--- config.mk ---
export PLATFORM = sky130hd
export DESIGN_NAME = dev_timer
export DESIGN_NICKNAME = d
export VERILOG_FILES = /design/src/rtl/dev_timer.sv
export SDC_FILE = /design/constraint.sdc
export NUM_CORES = 1
export LEC_CHECK = 0
export ABC_AREA = 1
export CELL_PAD_IN_SITES_DETAIL_PLACEMENT = 1
export CELL_PAD_IN_SITES_GLOBAL_PLACEMENT = 2
export CORE_UTILIZATION = 31
export DETAILED_ROUTE_END_ITERATION = 8
export PLACE_DENSITY = 0.95
export SETUP_SLACK_MARGIN = 0.15
export SYNTH_ARGS = -nofsm -noshare
export SYNTH_HDL_FRONTEND = slang
export SYNTH_SLANG_ARGS = --single-unit
export TNS_END_PERCENT = 30
--- constraint.sdc ---
create_clock -name clk -period 4.9 [get_ports clk]
set_input_delay 0.49 -clock clk [delete_from_list [all_inputs] [get_ports clk]]
set_output_delay 0.49 -clock clk [all_outputs]
set_load 0.03 [all_outputs]
--- src/rtl/dev_timer.sv ---
// dev_timer: memory-mapped countdown timer on the CPU device bus.
// Registers: CTRL (EN, MODE, IM), PRESET and COUNT.
// A four-state FSM sequences the preset load, the countdown and the interrupt.
// CPU writes take priority over the FSM's own updates to CTRL and irq_flag.
module dev_timer #(
    parameter int WIDTH = 32
) (
    input  logic             clk,
    input  logic             reset,
    input  logic [1:0]       addr,
    input  logic             we,
    input  logic [WIDTH-1:0] wd,
    output logic [WIDTH-1:0] rd,
    output logic             irq
);

    typedef enum logic [1:0] {
        S_IDLE = 2'd0,
        S_LOAD = 2'd1,
        S_CNT  = 2'd2,
        S_INT  = 2'd3
    } state_t;

    localparam logic [1:0] A_CTRL   = 2'd0;
    localparam logic [1:0] A_PRESET = 2'd1;
    localparam logic [1:0] A_COUNT  = 2'd2;

    state_t           r_state;
    state_t           w_state_next;
    logic [3:0]       r_ctrl;
    logic [3:0]       w_ctrl_next;
    logic [WIDTH-1:0] r_preset;
    logic [WIDTH-1:0] w_preset_next;
    logic [WIDTH-1:0] r_count;
    logic [WIDTH-1:0] w_count_next;
    logic             r_irq_flag;
    logic             w_irq_flag_next;

    logic             w_en;
    logic             w_auto;
    logic             w_im;

    // CTRL field decode; MODE values 2 and 3 fall back to one-shot.
    assign w_en   = r_ctrl[0];
    assign w_auto = (r_ctrl[2:1] == 2'b01);
    assign w_im   = r_ctrl[3];

    // Register update; reset restores every register and drops any write.
    always_ff @(posedge clk) begin
        if (reset) begin
            r_state    <= S_IDLE;
            r_ctrl     <= 4'd0;
            r_preset   <= '0;
            r_count    <= '0;
            r_irq_flag <= 1'b0;
        end else begin
            r_state    <= w_state_next;
            r_ctrl     <= w_ctrl_next;
            r_preset   <= w_preset_next;
            r_count    <= w_count_next;
            r_irq_flag <= w_irq_flag_next;
        end
    end

    // Next-state logic: FSM first, then CPU writes override CTRL/PRESET/irq_flag.
    always_comb begin
        w_state_next    = r_state;
        w_ctrl_next     = r_ctrl;
        w_preset_next   = r_preset;
        w_count_next    = r_count;
        w_irq_flag_next = r_irq_flag;

        case (r_state)
            S_IDLE: begin
                if (w_en) begin
                    w_state_next = S_LOAD;
                end
            end
            S_LOAD: begin
                if (w_en) begin
                    w_count_next = r_preset;
                    w_state_next = S_CNT;
                end else begin
                    w_state_next = S_IDLE;
                end
            end
            S_CNT: begin
                if (!w_en) begin
                    w_state_next = S_IDLE;
                end else if (r_count == '0) begin
                    w_state_next    = S_INT;
                    w_irq_flag_next = 1'b1;
                end else begin
                    w_count_next = r_count - {{(WIDTH-1){1'b0}}, 1'b1};
                end
            end
            S_INT: begin
                if (w_auto) begin
                    // Auto-reload: one-cycle irq pulse, then reload.
                    w_irq_flag_next = 1'b0;
                    w_state_next    = S_LOAD;
                end else begin
                    // One-shot: stop the timer, leave irq_flag latched.
                    w_ctrl_next[0] = 1'b0;
                    w_state_next   = S_IDLE;
                end
            end
            default: begin
                w_state_next = S_IDLE;
            end
        endcase

        // CPU writes land last so they win over the FSM's CTRL/irq_flag updates.
        if (we) begin
            if (addr == A_CTRL) begin
                w_ctrl_next     = wd[3:0];
                w_irq_flag_next = 1'b0;
            end else if (addr == A_PRESET) begin
                w_preset_next   = wd;
                w_irq_flag_next = 1'b0;
            end
        end
    end

    // Combinational read mux from current register state.
    always_comb begin
        rd = '0;
        case (addr)
            A_CTRL:   rd = {{(WIDTH-4){1'b0}}, r_ctrl};
            A_PRESET: rd = r_preset;
            A_COUNT:  rd = r_count;
            default:  rd = '0;
        endcase
    end

    assign irq = r_irq_flag & w_im;

endmodule

Word-level counts from Yosys, hierarchy flattened
Cells that the tools add are included. W data, S select, Z words.

$add $sub $neg: 1. Equal/unequal tests: 11. Multiplexer cells: 22. Bitwise gates (word level): 2. Reductions and logical operators: 8.

Operator list (count): $mux W32 (3); $pmux W32 S3 (1); $pmux W32 S2 (1); $logic_not A32 Y1 (1); $sub A32 B1 Y32 const B (1); $mux W1 (11); $mux W2 (4); $ne A2 B2 Y1 const B (4); $pmux W2 S4 (1); $eq A2 B1 Y1 const B (3); $eq A2 B2 Y1 const B (3); $logic_not A2 Y1 (2); $reduce_and A2 Y1 (2); $reduce_and A4 Y1 (1); $ne A3 B3 Y1 const B (1); $reduce_and A3 Y1 (1); $pmux W1 S2 (1); $reduce_bool A2 Y1 (1); $and A1 B1 Y1 (1); $not A1 Y1 (1).

Bits in registers: 71. Input bits: 37. Output and inout bits: 33. Word-level logic and storage cells: 50.

Logic depth before layout (Yosys ltp)
Gate-level depths: netlist of the first run.

Depth after elaboration: 7. Mapped depth: 12. Mapped depth without buffers: 12.

Worst setup path before layout of the first run
No wires, ideal clock.

Kind: input port to output port. From: in addr[1]. To: out rd[0]. Data arrival time: 1648 ps. Required time: 4410 ps. Slack: 2762 ps. Stages on the path: 5. Path buffers: 2. Cells stage by stage: inv_1 > or2_2 > clkbuf_1 > clkbuf_1 > o221ai_1.

Longest elaborated chain between the ends: 2. Elaborated cells between the ends (all ways): 4. Classes of those cells: eq/ne (2); mux (1); reduce/logical (1).

Ends and longest elaborated chain: from (decl) (RTL line 10) `input logic [1:0] addr,`; $eq A2 B2 Y1 (tied with other cells) (RTL line 128) `case (addr)`; $pmux W32 S3 (*) (RTL line 128); to (decl) (RTL line 13) `output logic [WIDTH-1:0] rd,`.

Mark *: on every way between the ends. The rest lies on a longest branch, timed or not.

Final worst setup path of the first run
From: in addr[1]. To: out rd[3].

Same word-level chain as after synthesis.

==> results of run 1 <==
==> Yosys cell counts, drive strengths merged (4+ instances only) <==
library cell / n
nand2: 146
nor2: 101
inv: 89
o21ai: 73
dfxtp: 71
a21oi: 65
nand3: 38
o22ai: 29
clkbuf: 23
buf: 11
nand4: 7
o221ai: 4
==> layout make-up <==
| cell class | count | area, sq um | share of cell area, % |
|---|---|---|---|
| Multi-Input combinational cell | 475 | 2357 | 43.90 |
| Inverter | 89 | 334.1 | 6.221 |
| Timing Repair Buffer | 74 | 728.2 | 13.56 |
| Clock inverter | 5 | 56.30 | 1.048 |
| Sequential cell | 71 | 1421 | 26.47 |
| Clock buffer | 11 | 252.7 | 4.706 |
| Tap cell | 176 | 220.2 | 4.101 |
==> stage by stage <==
step                      cell area, sq um  hold WS (ps)  worst slack [ps]  utilization (%)  std cells
after detailed placement              5061         467.8              1778            37.77        885
after global placement                5061         458.7              1853            37.77        885
after CTS                             5370         477.1              1776            40.07        901
after global routing                  5370         495.7              1721            40.07        901
after floorplan                       4295         441.0              2762                -        669
final                                 5370         475.8              1823            40.07        901
==> worst min-delay path, delay by kind of cell (launching register included) <==
kind                   cells  cell delay (ps)
flip-flops                 1              310
buffers and inverters      1               70
AO/OA/AOI/OAI              1               50
==> power groups by stage <==
stage / Clock, mW / Sequential, mW / Combinational, mW
after floorplan: 0 / 0.611 / 0.0838
after global placement: 0 / 0.613 / 0.144
after detailed placement: 0 / 0.614 / 0.148
after CTS: 0.702 / 0.601 / 0.149
after global routing: 0.724 / 0.602 / 0.161
final: 0.692 / 0.601 / 0.147
==> flip-flops by register name (all words and copies together) (netlist names) <==
signal / flops
r_count: 32
r_ctrl: 4
r_irq_flag: 1
r_preset: 32
r_state: 2
==> final timing paths <==
kind / end / slack (ps) / cells after the start
max: rd[3] / 1820 / 5
max reg2reg: r_count[9]$_SDFFE_PP0P_ / 2460 / 10
min: r_preset[0]$_SDFFE_PP0P_ / 480 / 2
min reg2reg: r_preset[0]$_SDFFE_PP0P_ / 480 / 2
==> cell families after synthesis <==
family / count (synthesis)
and+or+nand+nor: 295
AOI/OAI and AO/OA: 175
buffers and inverters: 123
DFF: 71
xor gates and xnor gates: 3
adders and majority gates: 2
==> metal layers <==
metal / routed length [um] / part of all wire [%] / GRT usage [%]
met5: 0 / 0 / 0
met4: 280 / 1.9 / 8.281
met3: 493 / 3.3 / 2.994
met2: 7062 / 48 / 36.56
met1: 6898 / 47 / 26.92
==> out/metrics.yaml, run 1 <==
clock_latency_ps: 350
synth_edf_count: 0
maxSlewHeadroom_pct: 28.58
switching_share_pct: 25.36
ys_seq_area_share_pct: 33.09
ys_top_cells_by_area: "dfxtp_1 (33%), nand2_1 (11%), o21ai_0 (8.2%)"
finClkSkew_ps: 7.277
coreArea_sq_um: 13400
die_area_sq_um: 14330
crit_path_max_fanout: 32
routedWlPerCell_um: 16.35
cp.arrival_ps: 2590
period_share_pct: 62.80
synthAdderAreaFrac_pct: 0.5826
synth_cells: 669
grt_use_total_pct: 21.34
via_per_inst: 5.059
ys_async_sr_fraction_pct: 0
drtIter0Drc: 217
numCtsBuffers: 9
synth_xor_area_share_pct: 0.6117
netlist.top_cell.by_area: "dfxtp_1"
synth_area_sq_um: 4295
path_cells: "clkdlybuf4s50_1 -> inv_1 -> or2_2 -> o221ai_1 -> clkdlybuf4s50_1"
postRouteWirelength_um: 14740
power.switching_mw: 0.3652
cts_resized: 0
p_leak_nw: 2.149
setup_violations: 0
overflow: 0
start_util_pct: 32.05
clk_pin_slew_ps: 60
ios: 70
seqPwrFrac_pct: 41.7
grt_antenna_before_repair: 0
max_freq_ghz: 0.3250
rsz0062_at_grt: "no"
synth.avg_cell_area_sq_um: 6.421
end_kind: "primary output"
setup_tns_ps: 0
final_max_slew_viol_count: 0
crit_path_frequent_cell: "clkdlybuf4s50_1"
area_growth_syn_to_layout_pct: 25.02
clkPwrFrac_pct: 48.1
min_path_type: "register to register"
p_total_mw: 1.440
rr_startpoint: "r_count[0]$_SDFFE_PP0P_"
drive_gt1_share_pct: 9.931
required_ps: 4410
critPathKind: "input port to primary output"
ys_seq_elements: 71
clock_sinks: 71
cap_violations: 0
max-vdd-ir-drop_v: 0.0001428
synth_mux_area_share_pct: 0
io_buffers: 69
critPathTopFamily: "buffers and inverters"
final_common_cell: "nand2_1"
combPwrFrac_pct: 10.2
cts.htree.levels: 3
drt.antenna.violating_nets: 0
cts_tree: "done"
crit_path_max_incr_delay_ps: 710
cts_setup_buffers: 0
drc: 0
ys_warn_count: 0
p_per_area_nw_per_um2: 268.2
synth_nets: 708
crit_start: "addr[1]"
synth_top_area_share_pct: 33.09
die_y_um: 119.7
dp_hpwl_um: 10420
synth_top_family_by_area: "simple AND/OR/NAND/NOR gates"
hold_buffers: 0
route.vias.total: 4558
dr.pass1.iters: 4
cp_slowest_cell: "clkdlybuf4s50_1"
worst_setup_path_start_kind: "input port"
fill_cells: 1741
min_from: "r_preset[0]$_SDFFE_PP0P_"
synthFlopType: "dfxtp_1"
status: "completed"
tightest_slew_ps: 1067
synth_compound_gate_area_share_pct: 23.83
grt_pass1_vias: 4654
p_int_mw: 1.075
timing.final.crit_period_ps: 3077
synth.distinct_cells: 36
finalNetCount: 759
num_antenna_cells: 0
path_buf_inv: 3
grt_pass1_wl_um: 23690
clockBufferDepth: 2
placementRows: 42
clockRootBuffer: "clkbuf_16"
place.gp.congestion: 0.8356
die_w_um: 119.7
synth_simple_gate_area_share_pct: 29.80
layout_common_cells: "nand2_1 (128), nor2_1 (93), inv_1 (86), dfxtp_1 (71), o21ai_0 (70)"
finalHoldViolCount: 0
grt_max_degree: 65
Power figures use the tool's default switching activity.
==> inputs of run 2 (changes only) <==
- CORE_UTILIZATION: 31 -> 26
- PLACE_DENSITY: 0.95 -> 0.87
- clock period: 4.9 -> 2.5 ns (I/O delays scaled with it)
==> out/metrics.yaml, run 2 (same netlist as run 1, synthesis figures left out) <==
status: "completed"
grt_use_total_pct: 18.83
max-vdd-ir-drop_v: 0.0003182
clockBufferDepth: 2
coreArea_sq_um: 16000
grt_max_degree: 43
maxSlewHeadroom_pct: 48.16
hold_buffers: 0
p_leak_nw: 2.264
clockRootBuffer: "clkbuf_16"
seqPwrFrac_pct: 43.4
drtIter0Drc: 203
period_share_pct: 88.58
cap_violations: 0
power.switching_mw: 0.6959
p_per_area_nw_per_um2: 493.6
clkPwrFrac_pct: 45.5
worst_setup_path_start_kind: "input port"
final_max_slew_viol_count: 0
cts_tree: "done"
combPwrFrac_pct: 11.1
die_area_sq_um: 17040
postRouteWirelength_um: 15170
pre_cts_ws_ps: 270.4
tightest_slew_ps: 777.6
layout.cells.non_filler: 946
required_ps: 2250
end_kind: "primary output"
clock_latency_ps: 350
regArea_sq_um: 1421
fill_cells: 2072
dp_hpwl_um: 10870
ios: 70
dpl_cell_area_sq_um: 5231
max_freq_ghz: 0.4516
worstHoldEndpoint: "r_preset[6]$_SDFFE_PP0P_"
post-place-cells: 930
numCtsBuffers: 9
min_from: "r_preset[6]$_SDFFE_PP0P_"
setup_violations: 0
worst_slack_ps: 285.5
cts.htree.levels: 3
rr_startpoint: "r_count[0]$_SDFFE_PP0P_"
place.gp.congestion: 0.8270
layout_common_cells: "nand2_1 (128), nor2_1 (93), inv_1 (87), dfxtp_1 (71), o21ai_0 (70)"
cp.arrival_ps: 1960
grt_pass1_vias: 4709
reg2regPathDepth: 11
num_antenna_cells: 0
timing.final.crit_period_ps: 2214
start_util_pct: 26.85
regToRegSetupSlack_ps: 420
reg_top3: "r_count (32), r_preset (32), r_ctrl (4)"
cts_setup_buffers: 0
placementRows: 46
final_area_sq_um: 5503
grt_pass1_wl_um: 24410
min_path_cells: 2
r2r-end: "r_count[20]$_SDFFE_PP0P_"
finalNetCount: 764
utilization_pct: 34.39
setup_tns_ps: 0
min_path_type: "register to register"
rsz0062_at_grt: "no"
die_y_um: 130.5
cts_resized: 0
overflow: 0
final_common_cell: "nand2_1"
grt_antenna_before_repair: 0
area_growth_syn_to_layout_pct: 28.11
finClkSkew_ps: 7.181
drt.antenna.violating_nets: 0
drive_gt1_share_pct: 14.25
drc: 0
critPathKind: "input port to primary output"
clock_sinks: 71
die_w_um: 130.5
clk_pin_slew_ps: 50
crit_path_max_fanout: 32
multi_input_area_sq_um: 2357
via_per_inst: 4.767
io_buffers: 69
p_int_mw: 2.020
route.vias.total: 4510
finalHoldViolCount: 0
dr.pass1.iters: 4
routedWlPerCell_um: 16.03
switching_share_pct: 25.62
run 2: changes by cell type in the layout (fill, tap and decap cells not counted):
cell             change
clkinv_4             -1
clkinv_2             -2
clkinv_1             -1
buf_4               +24
buf_12              +13
clkdlybuf4s50_1     -32
bufinv_16            -1
inv_1                +1
clkinvlp_4           -1
clkbuf_1             +5
run 2: final cells by class:
class | count | share of cell area (%)
clock buffer | 16 | 4.934
inverter | 89 | 6.071
multi-input combinational | 475 | 42.84
sequential | 71 | 25.83
tap | 216 | 4.911
timing repair buffer | 79 | 15.42
run 2: power groups by stage:
stage | clock network [mW] | registers (mW) | logic, mW
2_1_floorplan | 0 | 1.20 | 0.164
3_3_place_gp | 0 | 1.20 | 0.296
3_5_place_dp | 0 | 1.20 | 0.304
4_1_cts | 1.27 | 1.18 | 0.305
5_1_grt | 1.32 | 1.18 | 0.332
6_report | 1.24 | 1.18 | 0.302
run 2: worst max path at each step:
stage | from | end | depth (start not counted)
5_1_grt | addr[0] | rd[0] | 4
2_1_floorplan | addr[1] | rd[0] | 5
6_report | addr[1] | rd[0] | 5
4_1_cts | addr[1] | rd[11] | 5
3_3_place_gp | addr[1] | rd[0] | 5
3_5_place_dp | addr[0] | rd[0] | 4
run 2: routing by layer:
layer	GRT usage [%]	routed length (um)	up-vias
li1	-	-	2290
met1	24.04	7378	2134
met2	31.37	7027	66
met3	3.420	433	20
met4	7.370	326	0
met5	0	0	-
run 2: worst max-delay path: stages:
cell and delay, ps:
clkdlybuf4s50_1 500, inv_1 60, or2_2 570, o221ai_1 400
buf_12 170
run 2: through the flow:
stage                     hold slack, ps  total power [mW]
final                              470.4             2.716
after global routing               501.2             2.832
after CTS                          474.1             2.752
after detailed placement           465.5             1.507
after global placement             456.4             1.498
after floorplan                    312.4             1.363
==> inputs of run 3 (changes only) <==
- ABC_AREA: 1 -> unset
- CORE_UTILIZATION: 26 -> 27
- PLACE_DENSITY: 0.87 -> 0.88
- SLEW_MARGIN: unset -> 20
==> out/metrics.yaml, run 3 <==
layout.cells.non_filler: 799
min_path_type: "input port to register"
synth_most_common_cell: "nand2_1"
multi_input_area_sq_um: 2365
crit_start: "r_count[20]$_SDFFE_PP0P_"
ios: 70
place.gp.congestion: 0.8508
clockBufferDepth: 2
area_growth_syn_to_layout_pct: 38.22
synth.avg_cell_area_sq_um: 7.286
setup_violations: 0
numCtsBuffers: 9
finClkSkew_ps: 8.101
fill_cells: 1718
num_antenna_cells: 0
rsz0062_at_grt: "yes"
dr.pass1.iters: 4
grt_pass1_vias: 4354
synth_nets: 576
p_per_area_nw_per_um2: 513.3
final_max_slew_viol_count: 0
die_area_sq_um: 14980
status: "completed"
pre_cts_ws_ps: 64.12
synth.distinct_cells: 48
synth_top_area_share_pct: 36.33
start_util_pct: 27.97
netlist.top_cell.by_area: "dfxtp_1"
synth_area_sq_um: 3913
route.vias.total: 4227
seqPwrFrac_pct: 42.1
final_area_sq_um: 5408
tightest_slew_ps: 598.0
io_buffers: 69
drive_gt1_share_pct: 21.00
maxSlewHeadroom_pct: 59.77
clockRootBuffer: "clkbuf_16"
postRouteWirelength_um: 13900
switching_share_pct: 22.67
combPwrFrac_pct: 7.8
cp.arrival_ps: 2700
dp_hpwl_um: 9360
grt_use_total_pct: 19.08
drt.antenna.violating_nets: 0
ys_warn_count: 0
final_common_cell: "nand2_1"
p_leak_nw: 1.985
period_share_pct: 98.82
overflow: 0
grt_pass1_wl_um: 22360
ys_seq_area_share_pct: 36.33
worst_slack_ps: 29.56
clock_sinks: 71
drtIter0Drc: 152
required_ps: 2730
clkPwrFrac_pct: 50.0
clk_pin_slew_ps: 60
ys_top_cells_by_area: "dfxtp_1 (36%), nand2_1 (13%), a21oi_1 (8.6%)"
clock_latency_ps: 340
drc: 0
synth_cells: 537
p_int_mw: 2.146
max_freq_ghz: 0.4048
synth_common_cells: "nand2_1 (135), dfxtp_1 (71), a21oi_1 (67)"
post-place-cells: 780
end_kind: "register"
ys_seq_elements: 71
crit_path_max_fanout: 5
rr_startpoint: "r_count[20]$_SDFFE_PP0P_"
max-vdd-ir-drop_v: 0.0002488
hold-worst-slack_ps: 310.9
worst_setup_path_start_kind: "register"
cap_violations: 0
finalNetCount: 654
synth_edf_count: 0
critPathKind: "register to register"
regArea_sq_um: 1426
min_from: "reset"
reg_top3: "r_count (32), r_preset (32), r_ctrl (4)"
cts.htree.levels: 3
cts_tree: "done"
coreArea_sq_um: 13990
synthFlopType: "dfxtp_1"
grt_max_degree: 39
dpl_cell_area_sq_um: 4992
finalHoldViolCount: 0
ys_async_sr_fraction_pct: 0
timing.final.crit_period_ps: 2470
die_w_um: 122.4
die_y_um: 122.4
grt_antenna_before_repair: 0
power.switching_mw: 0.6293
layout_common_cells: "nand2_1 (135), dfxtp_1 (67), a21oi_1 (64), buf_4 (59), clkdlybuf4s50_1 (36)"
routedWlPerCell_um: 17.40
placementRows: 43
via_per_inst: 5.290
-- run 3: cell count changes in the layout (fill, tap and decap cells not counted), moves of 20 or more --
cell | before | now
a21oi_1 | 44 | 64
a22o_1 | 0 | 29
buf_4 | 29 | 59
inv_1 | 87 | 6
nand3_1 | 37 | 7
nor2_1 | 93 | 34
o21ai_0 | 70 | 19
o22ai_1 | 29 | 0
-- run 3: cell families (layout without fill, tap and decap cells) --
family,Yosys count,after routing,synth area share (%)
compound gates,183,183,30.38
fa+ha+maj,2,2,0.6395
buf+inv,48,130,5.213
flops,71,71,36.33
mux,7,7,1.791
simple gates,226,226,25.65
-- run 3: metrics by stage --
step | setup TNS (ps) | utilization [%] | power, mW
floorplan | 0 | - | 1.295
global placement | 0 | 35.69 | 1.407
detailed placement | 0 | 35.69 | 1.413
CTS | 0 | 37.92 | 2.796
global route | -277.0 | 38.66 | 2.863
finish | 0 | 38.66 | 2.776
-- run 3: cell type report --
cell class	instances	area share, %
Clock buffer	11	4.489
Sequential cell	71	26.38
Tap cell	180	4.165
Multi-Input combinational cell	418	43.73
Clock inverter	4	1.296
Inverter	6	0.4165
Timing Repair Buffer	109	19.53
-- run 3: final timing paths --
check / end / slack (ps) / cells after the start
setup reg to reg: r_count[4]$_SDFFE_PP0P_ / 30 / 7
setup / recovery: r_count[4]$_SDFFE_PP0P_ / 30 / 7
hold / removal: r_ctrl[0]$_SDFF_PP0_ / 310 / 2
hold reg to reg: r_preset[16]$_SDFFE_PP0P_ / 470 / 2
-- run 3: worst max-delay path: stages, from the launching register on --
cell,delay (ps)
dfxtp_2,320
or4_4,540
or3_4,390
or3_4,420
a21oi_4,270
buf_4,200
a211oi_1,50
a31o_1,180
-- run 3: power by group through the flow --
| stage | clock network [mW] | logic, mW | registers, mW |
|---|---|---|---|
| floorplan | 0 | 0.108 | 1.19 |
| global placement | 0 | 0.214 | 1.19 |
| detailed placement | 0 | 0.219 | 1.19 |
| CTS | 1.41 | 0.220 | 1.17 |
| global route | 1.45 | 0.237 | 1.17 |
| finish | 1.39 | 0.217 | 1.17 |
-- run 3: routing by layer --
metal	wire length [um]	track usage [%]	vias up	part of all wire, %
met5	0	0	-	0
met4	207	5.412	0	1.5
met3	486	3.206	15	3.5
met2	6804	32.94	86	49
met1	6405	24.25	2072	46
li1	-	-	2054	-
-- run 3: repair_timing --
| action | 4_1_cts | 5_1_grt |
|---|---|---|
| gates cloned | 0 | 2 |
| resized for setup | 0 | 13 |
| hold endpoints to repair | 0 | 0 |
| pin swaps | 0 | 12 |
| hold buffers | 0 | 0 |
| buffers inserted | 0 | 2 |
| setup endpoints to repair | 26 | 32 |
